### src/rtl/coherent_tone_gen.sv
// Impulse / coherent sine-burst stimulus source feeding a filter input.
// Define COHERENT_TONE_GEN_CLIP_COUNT_EN to add the clip_cnt saturation counter output.
`timescale 1ns/1ps
module coherent_tone_gen #(
    parameter int DW = 16
) (
    input  logic                 clk,
    input  logic                 rst_n,
    input  logic                 start,
    input  logic                 mode,
    input  logic signed [DW-1:0] amp,
    input  logic signed [17:0]   coef,
    input  logic signed [DW-1:0] seed,
    input  logic [7:0]           period,
    input  logic [15:0]          count,
    input  logic [7:0]           delay,
    output logic signed [DW-1:0] out,
    output logic                 oe,
    output logic                 busy,
    output logic                 done
`ifdef COHERENT_TONE_GEN_CLIP_COUNT_EN
    ,
    output logic [7:0]           clip_cnt
`endif
);

    localparam int PW = 18 + DW;
    localparam logic signed [PW-1:0] RND  = PW'(32768);
    localparam logic signed [PW-1:0] SMAX = PW'((1 << (DW-1)) - 1);
    localparam logic signed [PW-1:0] SMIN = -SMAX;
    localparam logic signed [DW-1:0] OMAX = DW'((1 << (DW-1)) - 1);
    localparam logic signed [DW-1:0] OMIN = -OMAX;

    typedef enum logic [1:0] {IDLE, DELAY, RUN, FIN} state_t;

    state_t                r_state, w_state;
    logic                  r_mode;
    logic signed [DW-1:0]  r_amp;
    logic signed [17:0]    r_coef;
    logic signed [DW-1:0]  r_seed;
    logic [7:0]            r_period;
    logic [15:0]           r_count;
    logic [7:0]            r_dcnt, w_dcnt;
    logic [15:0]           r_scnt, w_scnt;
    logic [7:0]            r_phase, w_phase;
    logic signed [DW-1:0]  r_out, w_out;
    logic signed [DW-1:0]  r_y2, w_y2;
    logic                  r_oe, w_oe;
    logic                  r_busy, w_busy;
    logic                  r_done, w_done;

    logic                  w_accept;
    logic                  w_activate;
    logic                  w_selMode;
    logic signed [DW-1:0]  w_selAmp;
    logic [15:0]           w_selCount;
    logic [7:0]            w_phNext;
    logic signed [PW-1:0]  w_prod, w_round, w_shifted, w_y2ext, w_diff;
    logic signed [DW-1:0]  w_sat;

    assign w_accept   = (r_state == IDLE) && start;
    // On the acceptance cycle the live inputs are used, afterwards only the captured copies.
    assign w_selMode  = (r_state == IDLE) ? mode  : r_mode;
    assign w_selAmp   = (r_state == IDLE) ? amp   : r_amp;
    assign w_selCount = (r_state == IDLE) ? count : r_count;
    assign w_phNext   = (r_phase == r_period - 8'd1) ? 8'd0 : r_phase + 8'd1;

    // Resonator step: y = sat(round(coef*y1 / 2^16) - y2), y1 being the sample currently on out.
    assign w_prod    = {{DW{r_coef[17]}}, r_coef} * {{18{r_out[DW-1]}}, r_out};
    assign w_round   = w_prod + RND;
    assign w_shifted = w_round >>> 16;
    assign w_y2ext   = {{18{r_y2[DW-1]}}, r_y2};
    assign w_diff    = w_shifted - w_y2ext;

    always_comb begin
        if (w_diff > SMAX)
            w_sat = OMAX;
        else if (w_diff < SMIN)
            w_sat = OMIN;
        else
            w_sat = w_diff[DW-1:0];
    end

    always_comb begin
        w_state    = r_state;
        w_dcnt     = r_dcnt;
        w_scnt     = r_scnt;
        w_phase    = r_phase;
        w_out      = '0;
        w_y2       = r_y2;
        w_oe       = 1'b0;
        w_busy     = 1'b0;
        w_done     = 1'b0;
        w_activate = 1'b0;
        case (r_state)
            IDLE: begin
                if (start) begin
                    if (delay != 8'd0) begin
                        w_state = DELAY;
                        w_dcnt  = delay - 8'd1;
                        w_oe    = 1'b1;
                        w_busy  = 1'b1;
                    end else begin
                        w_activate = 1'b1;
                    end
                end
            end
            DELAY: begin
                if (r_dcnt != 8'd0) begin
                    w_dcnt = r_dcnt - 8'd1;
                    w_oe   = 1'b1;
                    w_busy = 1'b1;
                end else begin
                    w_activate = 1'b1;
                end
            end
            RUN: begin
                if (!r_mode || (r_scnt == r_count)) begin
                    w_state = FIN;
                    w_done  = 1'b1;
                end else begin
                    w_phase = w_phNext;
                    w_scnt  = r_scnt + 16'd1;
                    w_y2    = r_out;
                    w_oe    = 1'b1;
                    w_busy  = 1'b1;
                    if (w_phNext == 8'd0)
                        w_out = '0;
                    else if (w_phNext == 8'd1)
                        w_out = r_seed;
                    else
                        w_out = w_sat;
                end
            end
            FIN: begin
                w_state = IDLE;
            end
            default: begin
                w_state = IDLE;
            end
        endcase
        // Emission of the first active sample, shared by the IDLE and DELAY exits.
        if (w_activate) begin
            if (!w_selMode) begin
                w_state = RUN;
                w_out   = w_selAmp;
                w_oe    = 1'b1;
                w_busy  = 1'b1;
            end else if (w_selCount == 16'd0) begin
                w_state = FIN;
                w_done  = 1'b1;
            end else begin
                w_state = RUN;
                w_phase = 8'd0;
                w_scnt  = 16'd1;
                w_y2    = '0;
                w_oe    = 1'b1;
                w_busy  = 1'b1;
            end
        end
    end

    always_ff @(posedge clk) begin
        if (!rst_n) begin
            r_state  <= IDLE;
            r_mode   <= 1'b0;
            r_amp    <= '0;
            r_coef   <= '0;
            r_seed   <= '0;
            r_period <= '0;
            r_count  <= '0;
            r_dcnt   <= '0;
            r_scnt   <= '0;
            r_phase  <= '0;
            r_out    <= '0;
            r_y2     <= '0;
            r_oe     <= 1'b0;
            r_busy   <= 1'b0;
            r_done   <= 1'b0;
        end else begin
            r_state <= w_state;
            r_dcnt  <= w_dcnt;
            r_scnt  <= w_scnt;
            r_phase <= w_phase;
            r_out   <= w_out;
            r_y2    <= w_y2;
            r_oe    <= w_oe;
            r_busy  <= w_busy;
            r_done  <= w_done;
            if (w_accept) begin
                r_mode   <= mode;
                r_amp    <= amp;
                r_coef   <= coef;
                r_seed   <= seed;
                r_period <= period;
                r_count  <= count;
            end
        end
    end

    assign out  = r_out;
    assign oe   = r_oe;
    assign busy = r_busy;
    assign done = r_done;

`ifdef COHERENT_TONE_GEN_CLIP_COUNT_EN
    logic       w_clipEv;
    logic [7:0] r_clipCnt;

    assign w_clipEv = (r_state == RUN) && r_mode && (r_scnt != r_count) &&
                      (w_phNext >= 8'd2) && ((w_diff > SMAX) || (w_diff < SMIN));

    always_ff @(posedge clk) begin
        if (!rst_n)
            r_clipCnt <= '0;
        else if (w_accept)
            r_clipCnt <= '0;
        else if (w_clipEv && (r_clipCnt != 8'd255))
            r_clipCnt <= r_clipCnt + 8'd1;
    end

    assign clip_cnt = r_clipCnt;
`endif

endmodule

### config.mk
export PLATFORM = sky130hd
export DESIGN_NAME = coherent_tone_gen
export DESIGN_NICKNAME = d
export VERILOG_FILES = /design/src/rtl/coherent_tone_gen.sv
export SDC_FILE = /design/constraint.sdc
export NUM_CORES = 1
export LEC_CHECK = 0
export BUFFER_PORTS_ARGS = -buffer_cell sky130_fd_sc_hd__buf_2
export CAP_MARGIN = 20
export CORE_MARGIN = 2
export CORE_UTILIZATION = 60
export DETAILED_ROUTE_END_ITERATION = 10
export PLACE_DENSITY = 0.81
export SYNTH_ARGS = -nofsm -noshare
export SYNTH_HDL_FRONTEND = slang
export SYNTH_SLANG_ARGS = --single-unit
### constraint.sdc
create_clock -name clk -period 16.8 [get_ports clk]
set_clock_uncertainty 0.15 [all_clocks]
set_input_delay 0.84 -clock clk [delete_from_list [all_inputs] [get_ports clk]]
set_output_delay 0.84 -clock clk [all_outputs]
set_load 0.02 [all_outputs]
[Word level (Yosys, flattened, before mapping)]
Cells that the tools add are included.
Operators by class
  add/subtract/negate cells: 7
  multiply operators: 1
  divide/modulo/power cells: 0
  magnitude comparators: 2
  equal/unequal tests: 12
  shifts and indexed selects: 0
  mux-type cells: 55
  bitwise operators: 0
  reduce and logical (&&, ||, !) cells: 12
Operator list (number)
  $mux W16: 20
  $mux W8: 9
  $add A34 B17 Y34 const B: 1
  $mul A18 B16 Y34: 1
  $sub A8 B1 Y8 const B: 3
  $gt A19 B16 Y1 const B: 1
  $lt A19 B16 Y1 const B: 1
  $sub A18 B16 Y19: 1
  $mux W1: 18
  $add A16 B1 Y16 const B: 1
  $eq A16 B16 Y1: 1
  $logic_not A16 Y1: 1
  $pmux W8 S2: 1
  $reduce_bool A8 Y1: 2
  $add A8 B1 Y8 const B: 1
  $eq A8 B1 Y1 const B: 1
  $eq A8 B8 Y1: 1
  $logic_not A8 Y1: 1
  $mux W2: 4
  $reduce_and A4 Y1: 2
  $ne A3 B3 Y1 const B: 2
  $pmux W2 S3: 1
  $eq A2 B2 Y1 const B: 2
  $ne A2 B2 Y1 const B: 2
  other kinds (11): 11
Word-level totals
  bits in registers: 143
  bits in latches: 0
  memory bits (writable): 0
  memory bits (read-only): 0
  input port bits: 86
  output and inout bits: 19
  word-level logic and storage cells: 103
  memories: 0

[Logic depth before layout (Yosys ltp)]
Gate-level depths: netlist of run 1.
  word-level depth: 12
  mapped depth: 37
  mapped depth without buffers: 34

[Worst setup path after synthesis of run 1]
No wires, ideal clock.
  path type: reg2reg
  start point: reg r_out[1], in the netlist out[1]
  end point: reg r_out[10], in the netlist out[10]
  setup time: 0.116 ns
  arrival: 8.574 ns
  data required time: 16.534 ns
  slack: 7.960 ns
  stages on the path, launching flop included: 35
  path buffers: 2
  clock period less this slack: 8.840 ns
  path through: dfxtp_1 clkbuf_1 clkbuf_1 nand2_1 fa_1 inv_1 fa_1 ha_1 fa_1 inv_1 fa_1 inv_1 fa_1 ha_1 or4_1 o2111ai_1 o21ai_1 a21o_1 a21o_1 a21o_1 a21o_1 a21oi_1 xor2_1 ha_1 inv_1 fa_1 a21o_1 and4_4 nor3_2 xnor2_1 or4bb_1 or3_1 o41ai_4 nor2_2 a41o_1
On the way
  longest elaborated chain between the ends: 12
  elaborated cells between the ends (all ways): 13
  classes of those cells: add/sub: 2; mul: 1; order compare: 2; mux: 8
Ends and longest elaborated chain
  from (decl): RTL line 46  | logic signed [DW-1:0] r_out, w_out;
  from (signal assigned): RTL line 185  | r_out <= w_out;
  $mul A18 B16 Y34 *: RTL line 69  | assign w_prod = {{DW{r_coef[17]}}, r_coef} * {{18{r_out[DW-1]}}, r_out};
  $add A34 B17 Y34 *: RTL line 70  | assign w_round = w_prod + RND;
  $sub A18 B16 Y19 *: RTL line 73  | assign w_diff = w_shifted - w_y2ext;
  $lt A19 B16 Y1: RTL line 78  | else if (w_diff < SMIN)
  $mux W16: RTL line 78
  $mux W16 *: RTL line 76  | if (w_diff > SMAX)
  $mux W16 *: RTL line 129  | else if (w_phNext == 8'd1)
  $mux W16 *: RTL line 127  | if (w_phNext == 8'd0)
  $mux W16 *: RTL line 118  | if (!r_mode || (r_scnt == r_count)) begin
  $mux W16 *: RTL line 95  | case (r_state)
  $mux W16: RTL line 144  | if (!w_selMode) begin
  $mux W16 *: RTL line 143  | if (w_activate) begin
Every way passes the cells marked *; elsewhere a longest branch is shown, timed or not.
A chain may end at the register's enable or synchronous reset.

[Final worst setup path of run 1]
  start point: reg r_out[7], in the netlist out[7]
  end point: reg r_out[2], in the netlist out[2]
Same word-level chain as after synthesis.

==> results of run 1 <==
-- through the flow --
| stage | cell area (um^2) | cells | util (%) | hold WS (ps) |
|---|---|---|---|---|
| 2_1_floorplan | 18000 | 2117 | - | 281 |
| 3_3_place_gp | 18700 | 2527 | 63.4 | 289 |
| 3_5_place_dp | 18700 | 2527 | 63.4 | 296 |
| 4_1_cts | 19300 | 2558 | 65.3 | 304 |
| 5_1_grt | 19300 | 2560 | 65.3 | 318 |
| 6_report | 19300 | 2560 | 65.3 | 305 |
-- final cells by class --
type | count | share of cell area (%)
Inverter | 345 | 6.71
Sequential cell | 143 | 14.8
Timing Repair Buffer | 118 | 3.24
Antenna cell | 2 | 0.0259
Multi-Input combinational cell | 1531 | 69.7
Clock inverter | 12 | 0.674
Tap cell | 390 | 2.53
Clock buffer | 19 | 2.29
-- where the power goes --
part           switching, mW  leakage [nW]  internal [mW]
sequential            0.0553          1.17          0.369
clock                  0.163         0.265          0.211
combinational          0.307          7.98          0.199
total                  0.526          9.41          0.779
-- sequential cells by signal (all words and copies together) (netlist names) --
| register | cells |
|---|---|
| r_seed | 16 |
| r_dcnt | 8 |
| r_amp | 16 |
| r_count | 16 |
| r_state | 2 |
| r_phase | 8 |
| r_scnt | 16 |
| out | 16 |
| r_coef | 18 |
| r_mode | 1 |
| r_period | 8 |
| done | 1 |
| r_y2 | 16 |
| busy | 1 |
-- worst paths after layout --
path | start | end | slack [ps] | cells past startpoint
max reg2reg | out[7] | out[2] | 7090 | 27
max | out[7] | out[2] | 7090 | 27
min reg2reg | r_amp[12] | r_amp[12] | 310 | 2
min | r_amp[12] | r_amp[12] | 310 | 2
-- per-layer routing --
layer	GRT usage, %	wire length (um)
met1	38.8	18400
met2	52.1	22100
met3	5.18	2940
met4	10.9	1480
met5	0	0
-- cell usage in the layout, fill, tap and decap left out, types with 8 or more instances in the layout --
cell       synthesis  routed
nor2_1            74      73
a211oi_1           8       8
nand3_1           23      23
xnor2_1           59      59
dfxtp_1          143     143
a21oi_1          135     135
inv_1            344     344
buf_2              3     104
xor2_1            26      26
nand2_1          366     365
nand2b_1          16      16
ha_1             106     106
o31a_1             8       8
buf_4              1      14
o21a_1            11      11
o21ai_0           39      39
o211ai_1          10      10
and3_1            17      17
o22ai_1           14      14
clkbuf_16          0      17
a21o_1            19      19
nor4_1            16      16
fa_1             290     290
nand4_1           13      13
nor3_1            22      22
and2_1           140     139
mux2i_1           24      24
-- kinds of logic (layout without fill, tap and decap cells) --
| family | count (synthesis) | in the layout | share of synthesized area, % |
|---|---|---|---|
| AOI/OAI and AO/OA | 306 | 306 | 10.8 |
| xor gates and xnor gates | 85 | 85 | 4.14 |
| adders and majority gates | 396 | 396 | 39.6 |
| buffers and inverters | 443 | 494 | 9.29 |
| DFF | 143 | 143 | 15.9 |
| muxes | 25 | 25 | 1.40 |
| other | 0 | 2 | 0 |
| and+or+nand+nor | 719 | 719 | 18.8 |
-- critical path, stage by stage (launching register included) --
cell	delay [ps]
dfxtp_1	990
nand2_1	190
fa_1	590
inv_1	60
fa_1	490
fa_1	580
fa_1	460
fa_1	530
fa_1	420
ha_1	330
a211o_1	270
a21oi_1	210
nand2_1	100
o21ai_0	360
nand2_1	180
or4_1	440
a31o_2	270
xnor2_1	130
ha_1	350
a21o_1	220
or3_1	330
o31a_1	360
a21oi_2	170
xnor2_1	90
or3_1	420
o41ai_4	530
nor2_2	140
a41o_1	270
==> impl_metrics.env, run 1 <==
export IMPL_status="finished clean"
export IMPL_syn2layout_area_growth_pct=7.37
export IMPL_initial_core_util_pct=60.9
export IMPL_setup_violations=0
export IMPL_dr_pass1_iters=7
export IMPL_drtIter0Drc=1191
export IMPL_drc=0
export IMPL_startpoint_type="register"
export IMPL_crit_required_ps=16980
export IMPL_synth_top_flop_cell="dfxtp_1"
export IMPL_grt_pass1_vias=15500
export IMPL_powerDensity_mw_per_mm2=67.6
export IMPL_io_pins=105
export IMPL_fmax_mhz=103
export IMPL_arrival_ps=9900
export IMPL_numCtsBuffers=17
export IMPL_critPathKind="register to register"
export IMPL_antenna_found_initial=3
export IMPL_yosysTopAreaCell="fa_1"
export IMPL_synth_area_leaders="fa_1, dfxtp_1, nand2_1"
export IMPL_synth_top_cell_area_share_pct=32.3
export IMPL_nFillCells=2406
export IMPL_post_route_period_util_pct=57.8
export IMPL_gp_congestion=0.913
export IMPL_tightestPinTransition_ps=1020
export IMPL_die_h_um=177
export IMPL_synthTopCellsByCount="nand2_1, inv_1, fa_1"
export IMPL_max_slew_margin_rel_pct=31.8
export IMPL_die_x_um=177
export IMPL_cts_resized=0
export IMPL_drtAntennaViolNets=0
export IMPL_tns_ps=0
export IMPL_via_count=14700
export IMPL_netlist_instances=2117
export IMPL_cts_buffer_depth=2
export IMPL_finalNetCount=2638
export IMPL_finalHoldViolations=0
export IMPL_grt_pass1_wl_um=75900
export IMPL_port_buffers=104
export IMPL_yosys_warnings=0
export IMPL_hold_path_class="register to register"
export IMPL_synth_distinct_cells=72
export IMPL_drive_gt1_share_pct=7.75
export IMPL_grt_overflow_total=0
export IMPL_synth_fp_nets=2599
export IMPL_regArea_mm2=0.00286
export IMPL_grt_max_degree=88
export IMPL_multi_input_area_mm2=0.0135
export IMPL_placementRows=63
export IMPL_cts_setup_buffers=0
export IMPL_ctsHoldBuffers=0
export IMPL_ys_seq_area_share_pct=15.9
export IMPL_clkLatencyLatePin_ps=440
export IMPL_hpwl_um=34600
export IMPL_wl_per_cell_um=17.5
export IMPL_synthesis_area_mm2=0.0180
export IMPL_setup_ws_ps=7090
export IMPL_finalPower_mw=1.31
export IMPL_cts_tree="yes"
export IMPL_crit_path_end_kind="register"
export IMPL_cts_num_sinks=143
export IMPL_htree_num_levels=4
export IMPL_rsz0062_at_grt="no"
export IMPL_clkTransAtPathRegs_ps=70
export IMPL_fp_dieArea_mm2=0.0314
export IMPL_p_leak_nw=9.41
export IMPL_async_reset_ff_share_pct=0
export IMPL_maxCapViolCount=0
export IMPL_root_buffer="clkbuf_16"
export IMPL_vias_per_cell=5.74
export IMPL_synth_seq_cells=143
export IMPL_ir_drop_v=0.0000739
export IMPL_grt_usage_pct=30.4
export IMPL_cp_max_fo=20
export IMPL_yosysMostFrequentCell="nand2_1"
export IMPL_routed_wirelength_um=44900
export IMPL_preCtsSetupSlack_ps=7120
export IMPL_coreArea_mm2=0.0296
export IMPL_synth_edf_count=0
export IMPL_period_needed_ps=9710
export IMPL_drv_slew=0
export IMPL_synth_area_per_cell_um2=8.50
(Power assumes the default switching activity.)
==> inputs of run 2 (changes only) <==
--- a/config.mk
+++ b/config.mk
@@ -5,6 +5,7 @@
 export SDC_FILE = /design/constraint.sdc
 export NUM_CORES = 1
 export LEC_CHECK = 0
+export ABC_AREA = 1
 export BUFFER_PORTS_ARGS = -buffer_cell sky130_fd_sc_hd__buf_2
 export CAP_MARGIN = 20
 export CORE_MARGIN = 2
==> constraint.sdc (replaced) <==
create_clock -name clk -period 10.1 [get_ports clk]
set_clock_uncertainty 0.15 [all_clocks]
set_input_delay 0.505 -clock clk [delete_from_list [all_inputs] [get_ports clk]]
set_output_delay 0.505 -clock clk [all_outputs]
set_load 0.02 [all_outputs]
==> run 2 against run 1 <==
Compared with the run above: die area grew 5.5%; clock power grew 71%; routed wire length grew 12%; cell area grew 5.1%; power grew 60%; core utilization shrank 0.69 points; area after synthesis grew 5.6%; cell count grew 20%; worst setup slack lost 5800 ps; global-route usage grew 1.5 points; non-clock buffer count grew 4; synthesized cell count grew 24%; largest cell class unchanged.
==> impl_metrics.env, run 2 <==
export IMPL_ctsHoldBuffers=0
export IMPL_synth_top_flop_cell="dfxtp_1"
export IMPL_synth_distinct_cells=51
export IMPL_die_h_um=182
export IMPL_p_leak_nw=11.3
export IMPL_synthXorXnorAreaFrac_pct=2.77
export IMPL_cts_tree="yes"
export IMPL_synth_top_cell_area_share_pct=30.6
export IMPL_synth_simple_area_share_pct=21.0
export IMPL_startpoint_type="register"
export IMPL_hold_path_class="input pin to register"
export IMPL_clkLatencyLatePin_ps=450
export IMPL_initial_core_util_pct=60.5
export IMPL_crit_required_ps=10250
export IMPL_final_common_cell="nand2_1"
export IMPL_grt_busiest_layer="met2"
export IMPL_max_slew_margin_rel_pct=24.6
export IMPL_finalNetCount=3131
export IMPL_synth_area_per_cell_um2=7.25
export IMPL_critPathKind="register to register"
export IMPL_io_pins=105
export IMPL_hpwl_um=39700
export IMPL_synth_area_leaders="fa_1, dfxtp_1, nand2_1"
export IMPL_synthAdderAreaFrac_pct=37.5
export IMPL_yosysTopAreaCell="fa_1"
export IMPL_cts_setup_buffers=0
export IMPL_crit_family="adder cells"
export IMPL_async_reset_ff_share_pct=0
export IMPL_drtIter0Drc=1351
export IMPL_rrSetupSlack_ps=1300
export IMPL_tightestPinTransition_ps=1130
export IMPL_arrival_ps=8950
export IMPL_netlist_instances=2622
export IMPL_slowest_stage="fa_1"
export IMPL_grt_max_degree=98
export IMPL_antenna_found_initial=0
export IMPL_cp_max_fo=19
export IMPL_period_needed_ps=8800
export IMPL_numCtsBuffers=17
export IMPL_cts_buffer_depth=2
export IMPL_drv_slew=0
export IMPL_synth_seq_cells=143
export IMPL_wl_per_cell_um=16.4
export IMPL_yosys_warnings=0
export IMPL_gp_congestion=0.940
export IMPL_fp_dieArea_mm2=0.0331
export IMPL_diodes=0
export IMPL_slowest_delay_ps=820
export IMPL_fmax_mhz=114
export IMPL_use_met1_pct=42.3
export IMPL_synth_edf_count=0
export IMPL_via_count=16600
export IMPL_root_buffer="clkbuf_16"
export IMPL_met3_usage_pct=5.25
export IMPL_synth_fp_nets=3104
export IMPL_met2_usage_pct=54.1
export IMPL_grt_pass1_vias=17100
export IMPL_drive_gt1_share_pct=7.51
export IMPL_synthesis_area_mm2=0.0190
export IMPL_rsz0062_at_grt="no"
export IMPL_drtAntennaViolNets=0
export IMPL_status="finished clean"
export IMPL_synth_mux_area_share_pct=0.158
export IMPL_htree_num_levels=4
export IMPL_ir_drop_v=0.000143
export IMPL_coreArea_mm2=0.0314
export IMPL_drc=0
export IMPL_routed_wirelength_um=50300
export IMPL_ys_seq_area_share_pct=15.1
export IMPL_largest_reg_flops=18
export IMPL_cp_num_buf_inv=7
export IMPL_port_buffers=104
export IMPL_finalHoldViolations=0
export IMPL_synth_compound_area_share_pct=8.96
export IMPL_synthTopCellsByCount="nand2_1, inv_1, fa_1"
export IMPL_grt_pass1_wl_um=84200
export IMPL_layout_common_cells="nand2_1, inv_1, fa_1"
export IMPL_synth_top_family_by_area="adder cells"
export IMPL_dr_pass1_iters=6
export IMPL_clkTransAtPathRegs_ps=70
export IMPL_die_x_um=182
export IMPL_syn2layout_area_growth_pct=6.81
export IMPL_vias_per_cell=5.43
export IMPL_top_register="r_coef"
export IMPL_grt_overflow_total=0
export IMPL_post_route_period_util_pct=87.1
export IMPL_finalPower_mw=2.09
export IMPL_maxCapViolCount=0
export IMPL_grt_usage_pct=31.9
export IMPL_tns_ps=0
export IMPL_yosysMostFrequentCell="nand2_1"
export IMPL_cts_resized=0
export IMPL_placementRows=65
export IMPL_setup_violations=0
export IMPL_cts_num_sinks=143
export IMPL_crit_path_end_kind="register"
export IMPL_powerDensity_mw_per_mm2=103
-- run 2: logic make-up (layout without fill, tap and decap cells) --
family	after synthesis	count (layout)
AND/OR/NAND/NOR	980	980
multiplexers	3	3
XOR/XNOR	60	60
adder cells (fa/ha/maj)	396	396
AO/OA/AOI/OAI	314	314
flip-flops	143	143
buffers and inverters	726	766
-- run 2: routing by layer --
layer	share of wire, %	wire length (um)	vias up
met2	48	24200	591
met5	0	0	-
li1	-	-	7856
met4	2.5	1250	0
met3	7.0	3510	126
met1	42	21300	8062
-- run 2: final cells by class --
| cell class | count | area [um^2] |
|---|---|---|
| multi-input cells | 1753 | 13400 |
| fillers | 2701 | 11100 |
| flip-flops and latches | 143 | 2860 |
| inverters | 612 | 2300 |
| repair buffers | 122 | 656 |
| well taps | 402 | 503 |
| clock buffers | 17 | 425 |
| clock inverters | 15 | 169 |
-- run 2: path summary, 6_finish.rpt --
check                             endpoint  cells past startpoint  startpoint
worst max-delay path                out[0]                     35      out[1]
worst min-delay path            r_coef[16]                      3    coef[16]
worst max register to register      out[0]                     35      out[1]
worst min register to register   r_amp[10]                      2   r_amp[10]
-- run 2: per-stage QoR --
step           util (%)  instance area, um^2  setup slack (ps)  instances  hold slack (ps)
2_1_floorplan         -                19000              2640       2622              275
3_3_place_gp       62.8                19700              1530       3032              285
3_5_place_dp       62.8                19700              1460       3032              290
4_1_cts            64.6                20300              1410       3064              126
5_1_grt            64.6                20300               673       3064              143
6_report           64.6                20300              1300       3064              133
-- run 2: worst min-delay path: cells and delay by family --
family,cells,cell delay [ps]
AND/OR/NAND/NOR,2,110
buffers and inverters,1,80
-- run 2: where the power goes --
group | internal (mW) | switching [mW] | total [mW]
Clock | 0.332 | 0.309 | 0.641
Sequential | 0.613 | 0.0951 | 0.708
Combinational | 0.247 | 0.494 | 0.741
==> inputs of run 3 (changes only) <==
--- a/config.mk
+++ b/config.mk
@@ -5,7 +5,6 @@
 export SDC_FILE = /design/constraint.sdc
 export NUM_CORES = 1
 export LEC_CHECK = 0
-export ABC_AREA = 1
 export BUFFER_PORTS_ARGS = -buffer_cell sky130_fd_sc_hd__buf_2
 export CAP_MARGIN = 20
 export CORE_MARGIN = 2
==> run 3 against run 2 <==
Compared with the run above: critical path type unchanged; cell count shrank 16%; clock-buffer cell count grew 4; non-clock buffer count grew 10; largest power group unchanged; worst setup slack lost 970 ps; core utilization grew 1.1 points; global-route usage shrank 0.49 points.
==> impl_metrics.env, run 3 (synthesized netlist as in run 1, its figures left out) <==
export IMPL_routed_wirelength_um=46700
export IMPL_hold_path_class="input pin to register"
export IMPL_setup_ws_ps=333
export IMPL_drv_slew=0
export IMPL_cp_max_fo=20
export IMPL_crit_required_ps=10280
export IMPL_status="finished clean"
export IMPL_tightestPinTransition_ps=979
export IMPL_cts_tree="yes"
export IMPL_drc=0
export IMPL_finalPower_mw=2.18
export IMPL_maxCapViolCount=0
export IMPL_ir_drop_v=0.000124
export IMPL_period_needed_ps=9770
export IMPL_fp_dieArea_mm2=0.0314
export IMPL_post_route_period_util_pct=96.7
export IMPL_critPathKind="register to register"
export IMPL_clkTransAtPathRegs_ps=70
export IMPL_regArea_mm2=0.00287
export IMPL_initial_core_util_pct=60.9
export IMPL_final_area_mm2=0.0194
export IMPL_syn2layout_area_growth_pct=7.96
export IMPL_preCtsSetupSlack_ps=534
export IMPL_setup_violations=0
export IMPL_powerDensity_mw_per_mm2=112
export IMPL_rsz0062_at_grt="no"
export IMPL_crit_family="adder cells"
export IMPL_gp_congestion=0.949
export IMPL_crit_path_end_kind="register"
export IMPL_arrival_ps=9950
export IMPL_io_pins=105
export IMPL_startpoint_type="register"
export IMPL_root_buffer="clkbuf_16"
export IMPL_cts_buffer_depth=2
export IMPL_p_leak_nw=9.50
export IMPL_tns_ps=0
export IMPL_grt_max_degree=89
export IMPL_htree_num_levels=4
export IMPL_clkLatencyLatePin_ps=440
export IMPL_utilization_pct=65.7
export IMPL_drtAntennaViolNets=0
export IMPL_grt_pass1_vias=15400
export IMPL_grt_usage_pct=31.4
export IMPL_cts_num_sinks=143
export IMPL_top_register="r_coef"
export IMPL_hpwl_um=36100
export IMPL_max_slew_margin_rel_pct=34.7
export IMPL_dr_pass1_iters=6
export IMPL_cts_setup_buffers=0
export IMPL_grt_pass1_wl_um=77200
export IMPL_coreArea_mm2=0.0296
export IMPL_via_count=14900
export IMPL_multi_input_area_mm2=0.0135
export IMPL_nFillCells=2352
export IMPL_placementRows=63
export IMPL_cp_common_cell="fa_1"
export IMPL_layout_common_cells="nand2_1, inv_1, fa_1"
export IMPL_placed_area_mm2=0.0188
export IMPL_finalNetCount=2652
export IMPL_die_h_um=177
export IMPL_vias_per_cell=5.78
export IMPL_drtIter0Drc=1213
export IMPL_drive_gt1_share_pct=8.70
export IMPL_slowest_delay_ps=840
export IMPL_slowest_stage="dfxtp_1"
export IMPL_antenna_found_initial=3
export IMPL_wl_per_cell_um=18.2
export IMPL_die_x_um=177
export IMPL_grt_overflow_total=0
export IMPL_numCtsBuffers=17
export IMPL_port_buffers=104
export IMPL_fmax_mhz=102
export IMPL_largest_reg_flops=18
export IMPL_final_common_cell="nand2_1"
export IMPL_cp_num_buf_inv=2
export IMPL_finalHoldViolations=0
==> run 3: cell types whose count changed in the layout (fill, tap and decap cells not counted), moves of 21 or more <==
cell	before	now
and2_1	1	139
inv_1	599	344
mux2i_1	3	24
nand2_1	614	365
nand3_1	59	23
nor2_1	217	73
o21ai_0	141	39
xnor2_1	24	59
==> run 3: worst paths after layout <==
path | from | endpoint | slack [ps] | cells past startpoint
hold / removal | period[6] | r_period[6] | 150 | 3
setup reg to reg | out[4] | out[2] | 330 | 28
setup / recovery | out[4] | out[2] | 330 | 28
hold reg to reg | r_y2[9] | r_y2[9] | 310 | 2
==> run 3: what timing repair did <==
action,4_1_cts,5_1_grt
hold buffers,0,0
endpoints found under the setup margin,0,7
resized for setup,0,7
==> run 3: power breakdown <==
part | leakage (nW) | switching [mW] | total, mW | internal [mW]
sequential | 1.17 | 0.0804 | 0.696 | 0.615
clock | 0.275 | 0.277 | 0.618 | 0.340
combinational | 8.06 | 0.526 | 0.862 | 0.336
total | 9.50 | 0.884 | 2.18 | 1.29
==> run 3: area by class of cell <==
class | count | area share [%]
multi-input combinational | 1531 | 69.3
sequential | 143 | 14.8
inverter | 345 | 6.67
timing repair buffer | 132 | 3.76
tap | 390 | 2.51
clock buffer | 21 | 2.42
clock inverter | 11 | 0.490
antenna | 2 | 0.0258
==> run 3: worst min-delay path, stage by stage <==
cell and delay, ps:
buf_2 90, nand2_1 40, a21oi_1 50
==> run 3: stage by stage <==
stage / hold WS, ps / instances
4_1_cts: 141 / 2573
3_3_place_gp: 288 / 2541
6_report: 148 / 2575
3_5_place_dp: 298 / 2541
2_1_floorplan: 281 / 2117
5_1_grt: 158 / 2575
==> run 3: layer usage <==
layer,up-vias,track usage [%],share of wire [%]
li1,6778,-,-
met1,7357,39.1,39
met2,623,54.1,50
met3,134,6.62,7.7
met4,2,11.0,3.3
met5,-,0,0.028
